<file path="src/rtl/ekf_result_streamer.sv">
// Double-buffered output stage for fused EKF frames: captures twelve 32-bit
// words on a strobe and streams them over valid/ready, counting dropped frames.
module ekf_result_streamer #(
  parameter int FRAME_ID_W = 8,
  parameter int DROP_W     = 16
) (
  input  logic                    clk,
  input  logic                    rst,
  input  logic                    in_valid,
  input  logic signed [31:0]      Xf0,
  input  logic signed [31:0]      Xf1,
  input  logic signed [31:0]      Xf2,
  input  logic signed [31:0]      Xf3,
  input  logic signed [31:0]      Xf4,
  input  logic signed [31:0]      Xf5,
  input  logic signed [31:0]      Pf0,
  input  logic signed [31:0]      Pf1,
  input  logic signed [31:0]      Pf2,
  input  logic signed [31:0]      Pf3,
  input  logic signed [31:0]      Pf4,
  input  logic signed [31:0]      Pf5,
  output logic                    out_valid,
  input  logic                    out_ready,
  output logic signed [31:0]      out_data,
  output logic [3:0]              out_tag,
  output logic                    out_last,
  output logic [FRAME_ID_W-1:0]   out_frame_id,
  output logic                    busy,
  output logic [DROP_W-1:0]       drop_count
);

  localparam int         DATA_W   = 32;
  localparam int         NWORDS   = 12;
  localparam logic [3:0] LAST_IDX = 4'd11;

  typedef enum logic {IDLE, STREAM} state_t;

  state_t                    st, st_n;
  logic [3:0]                idx, idx_n;
  logic                      pend_vld, pend_vld_n;
  logic [FRAME_ID_W-1:0]     frame_ctr;
  logic [FRAME_ID_W-1:0]     id_a, id_b;
  logic signed [DATA_W-1:0]  buf_a    [NWORDS];
  logic signed [DATA_W-1:0]  buf_b    [NWORDS];
  logic signed [DATA_W-1:0]  in_words [NWORDS];

  logic                      hs, last_hs;
  logic                      accept, drop;
  logic                      wr_a_in, wr_a_pend, wr_b_in;
  logic signed [DATA_W-1:0]  nxt_word;
  logic [FRAME_ID_W-1:0]     nxt_id;

  function automatic logic [DROP_W-1:0] sat_inc(input logic [DROP_W-1:0] v);
    return (&v) ? v : v + DROP_W'(1);
  endfunction

  always_comb begin
    in_words[0]  = Xf0;
    in_words[1]  = Xf1;
    in_words[2]  = Xf2;
    in_words[3]  = Xf3;
    in_words[4]  = Xf4;
    in_words[5]  = Xf5;
    in_words[6]  = Pf0;
    in_words[7]  = Pf1;
    in_words[8]  = Pf2;
    in_words[9]  = Pf3;
    in_words[10] = Pf4;
    in_words[11] = Pf5;
  end

  assign hs      = out_valid & out_ready;
  assign last_hs = hs & (idx == LAST_IDX);

  // Next-state: a last-word handshake frees the active slot in the same cycle,
  // so a coincident capture is accepted rather than dropped.
  always_comb begin
    st_n       = st;
    idx_n      = idx;
    pend_vld_n = pend_vld;
    accept     = 1'b0;
    drop       = 1'b0;
    wr_a_in    = 1'b0;
    wr_a_pend  = 1'b0;
    wr_b_in    = 1'b0;
    if (hs) idx_n = idx + 4'd1;
    case (st)
      IDLE: begin
        if (in_valid) begin
          accept  = 1'b1;
          wr_a_in = 1'b1;
          st_n    = STREAM;
          idx_n   = 4'd0;
        end
      end
      STREAM: begin
        if (last_hs) begin
          idx_n = 4'd0;
          if (pend_vld) begin
            wr_a_pend = 1'b1;
            if (in_valid) begin
              accept  = 1'b1;
              wr_b_in = 1'b1;
            end else begin
              pend_vld_n = 1'b0;
            end
          end else if (in_valid) begin
            accept  = 1'b1;
            wr_a_in = 1'b1;
          end else begin
            st_n = IDLE;
          end
        end else if (in_valid) begin
          if (pend_vld) begin
            drop = 1'b1;
          end else begin
            accept     = 1'b1;
            wr_b_in    = 1'b1;
            pend_vld_n = 1'b1;
          end
        end
      end
      default: st_n = IDLE;
    endcase
  end

  // Word presented next cycle, taken from whichever source becomes active.
  always_comb begin
    nxt_word = buf_a[idx_n];
    nxt_id   = id_a;
    if (wr_a_in) begin
      nxt_word = in_words[0];
      nxt_id   = frame_ctr;
    end else if (wr_a_pend) begin
      nxt_word = buf_b[0];
      nxt_id   = id_b;
    end
  end

  // Control and registered outputs
  always_ff @(posedge clk) begin
    if (rst) begin
      st           <= IDLE;
      idx          <= 4'd0;
      pend_vld     <= 1'b0;
      frame_ctr    <= '0;
      drop_count   <= '0;
      out_valid    <= 1'b0;
      busy         <= 1'b0;
      out_last     <= 1'b0;
      out_tag      <= 4'd0;
      out_data     <= '0;
      out_frame_id <= '0;
    end else begin
      st        <= st_n;
      idx       <= idx_n;
      pend_vld  <= pend_vld_n;
      if (accept) frame_ctr <= frame_ctr + FRAME_ID_W'(1);
      if (drop) drop_count <= sat_inc(drop_count);
      out_valid <= (st_n == STREAM);
      busy      <= (st_n == STREAM);
      out_last  <= (st_n == STREAM) && (idx_n == LAST_IDX);
      if (st_n == STREAM) begin
        out_tag      <= idx_n;
        out_data     <= nxt_word;
        out_frame_id <= nxt_id;
      end
    end
  end

  // Frame storage
  always_ff @(posedge clk) begin
    if (wr_a_in) begin
      buf_a <= in_words;
      id_a  <= frame_ctr;
    end else if (wr_a_pend) begin
      buf_a <= buf_b;
      id_a  <= id_b;
    end
    if (wr_b_in) begin
      buf_b <= in_words;
      id_b  <= frame_ctr;
    end
  end

endmodule
</file>
<file path="config.mk">
export PLATFORM = sky130hd
export DESIGN_NAME = ekf_result_streamer
export DESIGN_NICKNAME = d
export VERILOG_FILES = /design/src/rtl/ekf_result_streamer.sv
export SDC_FILE = /design/constraint.sdc
export NUM_CORES = 1
export LEC_CHECK = 0
export CORE_ASPECT_RATIO = 1.5
export CORE_UTILIZATION = 45
export DETAILED_ROUTE_END_ITERATION = 6
export GPL_TIMING_DRIVEN = 0
export PLACE_DENSITY = 0.67
export RECOVER_POWER = 50
export SLEW_MARGIN = 15
export SYNTH_ARGS = -nofsm -noshare
export SYNTH_HDL_FRONTEND = slang
export SYNTH_SLANG_ARGS = --single-unit
export TNS_END_PERCENT = 100
</file>
<file path="constraint.sdc">
create_clock -name clk -period 19.75 [get_ports clk]
set_input_delay 1.975 -clock clk [delete_from_list [all_inputs] [get_ports clk]]
set_output_delay 1.975 -clock clk [all_outputs]
set_load 0.02 [all_outputs]
</file>
==> metrics.md, run 1 <==
| Metric | Value |
|---|---|
| Outcome | `complete, but fails checks` |
| Failing checks | `design-rule violations, max-capacitance violations, max-slew violations` |
| Drt first pass iters | `7` |
| Multi-input logic area | `between 9000 and 10000 um2` |
| CTS resizes | `0` |
| Mapped Cells | `3068` |
| Post-DP Area | `about 42000 um2` |
| Net Sw Power | `1.02 mW` |
| CP Capture Type | `flop` |
| Internal power | `~3.1 mW` |
| Leakage | `between 15 and 20 nW` |
| Post-synthesis cell type count | `63` |
| Initial antenna violation count | `63` |
| Setup WS pre-CTS | `roughly 13000 ps` |
| Critical path arrival | `7450 ps` |
| Inserted Clock Buffers | `82` |
| Clk pwr share | `0.385` |
| Min-Delay Path Class | `flop to flop` |
| ANT nets after route | `0` |
| HPWL after DPL | `between 80 and 90 mm` |
| Sw frac | `0.245` |
| # DRC | `1` |
| Die width | `~230 um` |
| CTS clk-pin slew, worst paths | `~60 ps` |
| Fillers | `~6700` |
| Worst VDD drop | `0.0000633 V` |
| Via count of the first global-routing pass | `between 20000 and 30000` |
| Worst-Skew Late Latency | `680 ps` |
| RSZ-0062 raised after global routing | `false` |
| Slew Limit Fails | `63` |
| DR WL/cell | `roughly 24 um` |
| Post-CTS Setup Inserts | `0` |
| Worst-margin pin slew | `2980 ps` |
| Global-route wire length before repair | `~160 mm` |
| Seq pwr share | `0.512` |
| Cell area after layout | `about 45000 um2` |
| Asr flop ratio synth | `0` |
| Largest net degree at the start of global routing | `56` |
| CP cell instances | `dlygate4sd3_1, clkbuf_1, clkbuf_1, clkbuf_1, and3_1, buf_16, buf_16, buf_16` |
| Clock H-tree levels | `3` |
| Kind of critical path | `input port to flop` |
| Die Height | `348 um` |
| Via count | `about 26000` |
| Final net count | `4016` |
| CTS max path bufs | `3` |
| Commonest non-fill, non-tap cell in the layout | `nand2_1` |
| Full die area | `about 81000 um2` |
| Combinational power share | `0.103` |
| Final WS setup | `approximately 13000 ps` |
| Final Util | `0.569` |
| Max Freq | `about 140 MHz` |
| EDFF count, synth | `a little under 800` |
| Clk sinks | `about 860` |
| Layout cells sized above 1 | `0.0666` |
| Area Growth Syn to Fin | `25.0%` |
| GR Util All Layers | `0.281` |
| Yosys reg bits | `about 860` |
| Cell Area, Synth | `~36000 um2` |
| Seq/Total Area, Yosys | `0.696` |
| CTS Hold Bufs | `0` |
| Crit-path slowest cell | `and3_1` |
| Gr ovfl total | `0` |
| Final Setup Violations | `0` |
| Power Density | `92.7 nW/um2` |
| Max stage delay on crit path | `roughly 2200 ps` |
| Most frequent cells in the layout | `nand2_1 (1252), edfxtp_1 (776), dlygate4sd3_1 (449)` |
| Tmin final | `7130 ps` |
| Hold Fails Final Rpt | `0` |
| Core footprint | `just under 80000 um2` |
| # IOs | `451` |
| CP Launch Type | `input port` |
| CTS tree | `yes` |
| Synthesized Nets | `~3500` |
| Final wirelength | `about 120 mm` |
| DR iter-0 viols | `between 2000 and 3000` |
| Placer Congestion | `~0.92` |
| Synth Flop Type | `edfxtp_1` |
| Max_slew headroom | `-1.01` |
| Via-to-Cell Ratio | `5.55` |
| TNS Setup | `0 ps` |
| Average cell area after synthesis | `11.7 um2` |
| CTS Root Buffer Type | `clkbuf_16` |
| Rows | `approximately 130` |
| Post-route clock period utilization | `0.361` |
| Total area of sequential cells | `roughly 25000 um2` |
| Syn. warnings | `0` |
| Max-Cap Viols | `9` |
| IO Port Bufs | `approximately 450` |
| Critical path peak fanout | `53` |
| Final Skew | `approximately 35 ps` |
| Critical Path RT | `20080 ps` |
| Initial Util | `0.455` |
-- logic make-up after synthesis --
logic type      after synthesis  synth area share
compound gates              508            0.0938
xor+xnor                     17           0.00415
fa+ha+maj                     3           0.00105
buf+inv                     209            0.0290
flops                       859             0.696
mux                          74            0.0207
simple gates               1398             0.155
-- cell type report --
type,instances,area share
Sequential cell,859,0.557
Multi-Input combinational cell,2000,0.221
Timing Repair Buffer,473,0.110
Clock buffer,100,0.0485
Tap cell,1024,0.0286
Buffer,206,0.0226
Clock inverter,50,0.0112
Antenna cell,31,0.00173
Inverter,3,0.000251
-- worst paths after layout --
path / start / endpoint / slack (ps) / cells after the start
worst max register to register: idx[1] / out_data[15] / 14590 / 10
worst min register to register: out_frame_id[4] / out_frame_id[4] / 450 / 2
worst min-delay path: out_frame_id[4] / out_frame_id[4] / 450 / 2
worst max-delay path: in_valid / buf_b[339] / 12620 / 8
-- worst max-delay path, delay by kind of cell --
kind                   cells  cell delay, ps
buffers and inverters      7            3200
and+or+nand+nor            1            2150
-- synth_stat cells, types with 3 or more instances --
cell	instances	area, um2
a2111oi_0	28	245
a211oi_1	29	218
a21o_1	41	308
a21oi_1	143	716
a22o_1	3	26.3
a311oi_1	32	280
a31o_2	3	26.3
a31oi_1	33	206
and2_1	3	18.8
and3_1	7	43.8
buf_1	6	22.5
buf_2	65	325
buf_4	10	75.1
buf_6	18	203
clkbuf_1	105	394
dfxtp_1	83	1660
edfxtp_1	776	23300
ha_1	3	37.5
inv_1	3	11.3
mux2i_1	74	741
nand2_1	1253	4700
nand2b_1	31	194
nand3_1	29	145
nand4_1	6	37.5
nor2_1	33	124
nor3_1	7	35.0
o2111ai_1	6	52.6
o211ai_2	3	37.5
o21a_1	30	225
o21ai_0	55	275
o221ai_1	32	280
o22ai_1	57	357
or3_1	6	37.5
xnor2_1	8	70.1
xor2_1	9	78.8
-- layer usage --
metal  wire, um  up-vias  GRT usage  part of all wire
met3       9880      277     0.0643             0.086
met4       5720       40      0.144             0.050
met2      55600     1234      0.457              0.48
met1      43600    12700      0.350              0.38
li1           -    12100          -                 -
met5        261        -          0            0.0023
-- through the flow --
stage	hold slack, ps	std cells	total power, mW
6_report	452	4746	4.16
5_1_grt	489	4736	4.28
4_1_cts	461	4715	4.20
3_5_place_dp	445	4565	2.61
3_3_place_gp	439	4541	2.64
2_1_floorplan	450	3068	2.40
-- power groups by stage --
stage / Clock [mW] / Sequential (mW) / Combinational (mW)
3_3_place_gp: 0 / 2.22 / 0.423
2_1_floorplan: 0 / 2.20 / 0.198
6_report: 1.60 / 2.13 / 0.428
3_5_place_dp: 0 / 2.17 / 0.445
4_1_cts: 1.62 / 2.13 / 0.448
5_1_grt: 1.69 / 2.13 / 0.461
-- sequential cells by signal (all words and copies together), names as in the netlist, 4 cells and up --
signal and cells:
buf_a 384, buf_b 384, drop_count 16, frame_ctr 8
id_a 8, id_b 8, idx 4, out_data 32
out_frame_id 8, out_tag 4
Note: power is estimated with default switching activity, not from simulation.
==> inputs of run 2 (changes only) <==
--- a/config.mk
+++ b/config.mk
@@ -9,7 +9,7 @@
 export CORE_UTILIZATION = 45
 export DETAILED_ROUTE_END_ITERATION = 6
 export GPL_TIMING_DRIVEN = 0
-export PLACE_DENSITY = 0.67
+export PLACE_DENSITY = 0.7
 export RECOVER_POWER = 50
 export SLEW_MARGIN = 15
 export SYNTH_ARGS = -nofsm -noshare
==> constraint.sdc (replaced) <==
create_clock -name clk -period 6.2 [get_ports clk]
set_input_delay 0.62 -clock clk [delete_from_list [all_inputs] [get_ports clk]]
set_output_delay 0.62 -clock clk [all_outputs]
set_load 0.02 [all_outputs]
==> run 2 against run 1 <==
Net effect:
- the run ends with max-capacitance violations, max-slew violations left
- final area is 0.18% lower
- die area did not move
- wire length decreased by 0.50%
- critical path type unchanged
- critical endpoint is now buf_b[17]
- largest cell class unchanged
- largest power group unchanged
==> metrics.md, run 2 (synthesis gave the netlist of run 1 again) <==
| Metric | Value |
|---|---|
| HPWL after DPL | `about 84 mm` |
| Post-CTS Setup Inserts | `0` |
| Final Setup Violations | `0` |
| Crit-path slowest cell | `and3_1` |
| Gr ovfl total | `0` |
| Critical Path RT | `6520 ps` |
| Min-Delay Path Class | `flop to flop` |
| Clock H-tree levels | `3` |
| Biggest regs | `buf_a x384, buf_b x384, out_data x32` |
| TNS Setup | `0 ps` |
| Inserted Clock Buffers | `83` |
| Via count of the first global-routing pass | `25400` |
| RSZ-0062 raised after global routing | `false` |
| # DRC | `0` |
| Via count | `roughly 26000` |
| Final Util | `0.568` |
| M3 GR Usage | `0.0682` |
| Drt first pass iters | `7` |
| DR iter-0 viols | `2724` |
| Fin Hold WS | `between 400 and 500 ps` |
| Worst-Skew Late Latency | `around 640 ps` |
| ANT nets after route | `0` |
| Most frequent CP cell | `clkbuf_1` |
| Kind of critical path | `input port to flop` |
| Max_slew headroom | `-0.947` |
| Tmin final | `5220 ps` |
| CTS max path bufs | `3` |
| Rows | `between 100 and 150` |
| CTS Root Buffer Type | `clkbuf_16` |
| Full die area | `~81000 um2` |
| CP cell instances | `dlygate4sd3_1, clkbuf_1, clkbuf_1, clkbuf_1, and3_1, clkbuf_2, buf_12` |
| Largest net degree at the start of global routing | `just over 100` |
| Critical path arrival | `5530 ps` |
| Final net count | `between 4000 and 5000` |
| Critical path peak fanout | `41` |
| GRT busiest layer | `met2` |
| CP Capture Type | `flop` |
| Most frequent cells in the layout | `nand2_1 (1253), edfxtp_1 (776), dlygate4sd3_1 (448)` |
| Max Freq | `approximately 190 MHz` |
| Post-route clock period utilization | `0.841` |
| Initial Util | `0.455` |
| Max-Cap Viols | `3` |
| Max stage delay on crit path | `between 1000 and 1500 ps` |
| Commonest non-fill, non-tap cell in the layout | `nand2_1` |
| Worst-margin pin slew | `about 2900 ps` |
| Via-to-Cell Ratio | `~5.6` |
| Layout cells sized above 1 | `0.0617` |
| DR WL/cell | `24.2 um` |
| Met1 Track Usage GR | `0.345` |
| Final wirelength | `between 100 and 150 mm` |
| Hold depth | `2` |
| CTS resizes | `0` |
| Hold Fails Final Rpt | `0` |
| M2 GR Usage | `0.457` |
| # IOs | `451` |
| Final Skew | `23.4 ps` |
| Slew Limit Fails | `12` |
| Placer Congestion | `around 0.9` |
| GR Util All Layers | `0.279` |
| Power Density | `299 nW/um2` |
| Worst VDD drop | `about 0.00021 V` |
| Area Growth Syn to Fin | `24.8%` |
| CTS Hold Bufs | `0` |
| FF-to-FF path depth | `9` |
| Leakage | `between 15 and 20 nW` |
| IO Port Bufs | `between 400 and 500` |
| Global-route wire length before repair | `between 150 and 200 mm` |
| CTS clk-pin slew, worst paths | `60 ps` |
| Clk sinks | `about 860` |
| Failing checks | `max-capacitance violations, max-slew violations` |
| Die width | `roughly 230 um` |
| CP Launch Type | `input port` |
| Initial antenna violation count | `59` |
| CTS tree | `yes` |
| Outcome | `complete, but fails checks` |
| Die Height | `between 300 and 400 um` |
| Core footprint | `78800 um2` |
[run 2: cell types whose count changed in the layout (fill, tap and decap cells not counted), sizes merged]
cell / change
buf: -26
clkdlybuf4s25: -2
diode: -1
inv: -2
clkdlybuf4s18: +1
dlygate4sd3: -1
clkdlybuf4s50: +1
clkbuf: +17
clkinvlp: +4
bufinv: +5
clkinv: -7
[run 2: path summary, 6_finish.rpt]
path,startpoint,endpoint,slack (ps)
hold / removal,out_tag[1],out_tag[1],450
hold reg to reg,out_tag[1],out_tag[1],450
setup reg to reg,idx[0],out_data[26],1070
setup / recovery,in_valid,buf_b[17],980
[run 2: stage by stage]
step | instances | power (mW) | cell area [um2] | setup WS, ps
after global placement | 4541 | 8.29 | 41600 | -1800
final | 4735 | 13.4 | 44700 | 984
after detailed placement | 4557 | 8.31 | 42100 | 794
after floorplan | 3068 | 7.56 | 35900 | 1300
after CTS | 4705 | 13.5 | 44800 | 1450
after global routing | 4722 | 13.8 | 44700 | 757
[run 2: area by class of cell]
type | count | area (um2)
well taps | 1024 | 1280
plain buffers | 206 | 976
inverters | 3 | 11.3
clock buffers | 98 | 2180
repair buffers | 465 | 4790
multi-input cells | 2000 | 9910
clock inverters | 50 | 571
flip-flops and latches | 859 | 25000
fillers | 6631 | 34100
diodes | 30 | 75.1
[run 2: power by group]
group	switching (mW)	total (mW)	leakage (nW)	internal, mW
Combinational	0.878	1.35	7.54	0.477
Clock	2.23	5.25	1.34	3.01
Sequential	0.0950	6.78	7.98	6.69
Total	3.20	13.4	16.9	10.2
[run 2: metal layers]
metal / wire (um) / vias to the layer above
li1: - / 12100
met1: 42400 / 12800
met2: 55700 / 1264
met3: 10600 / 292
met4: 5460 / 40
met5: 264 / -
[run 2: worst max-delay path: cells and delay by family]
family	cells	cell delay, ps
buffers and inverters	6	3590
AND/OR/NAND/NOR	1	1230
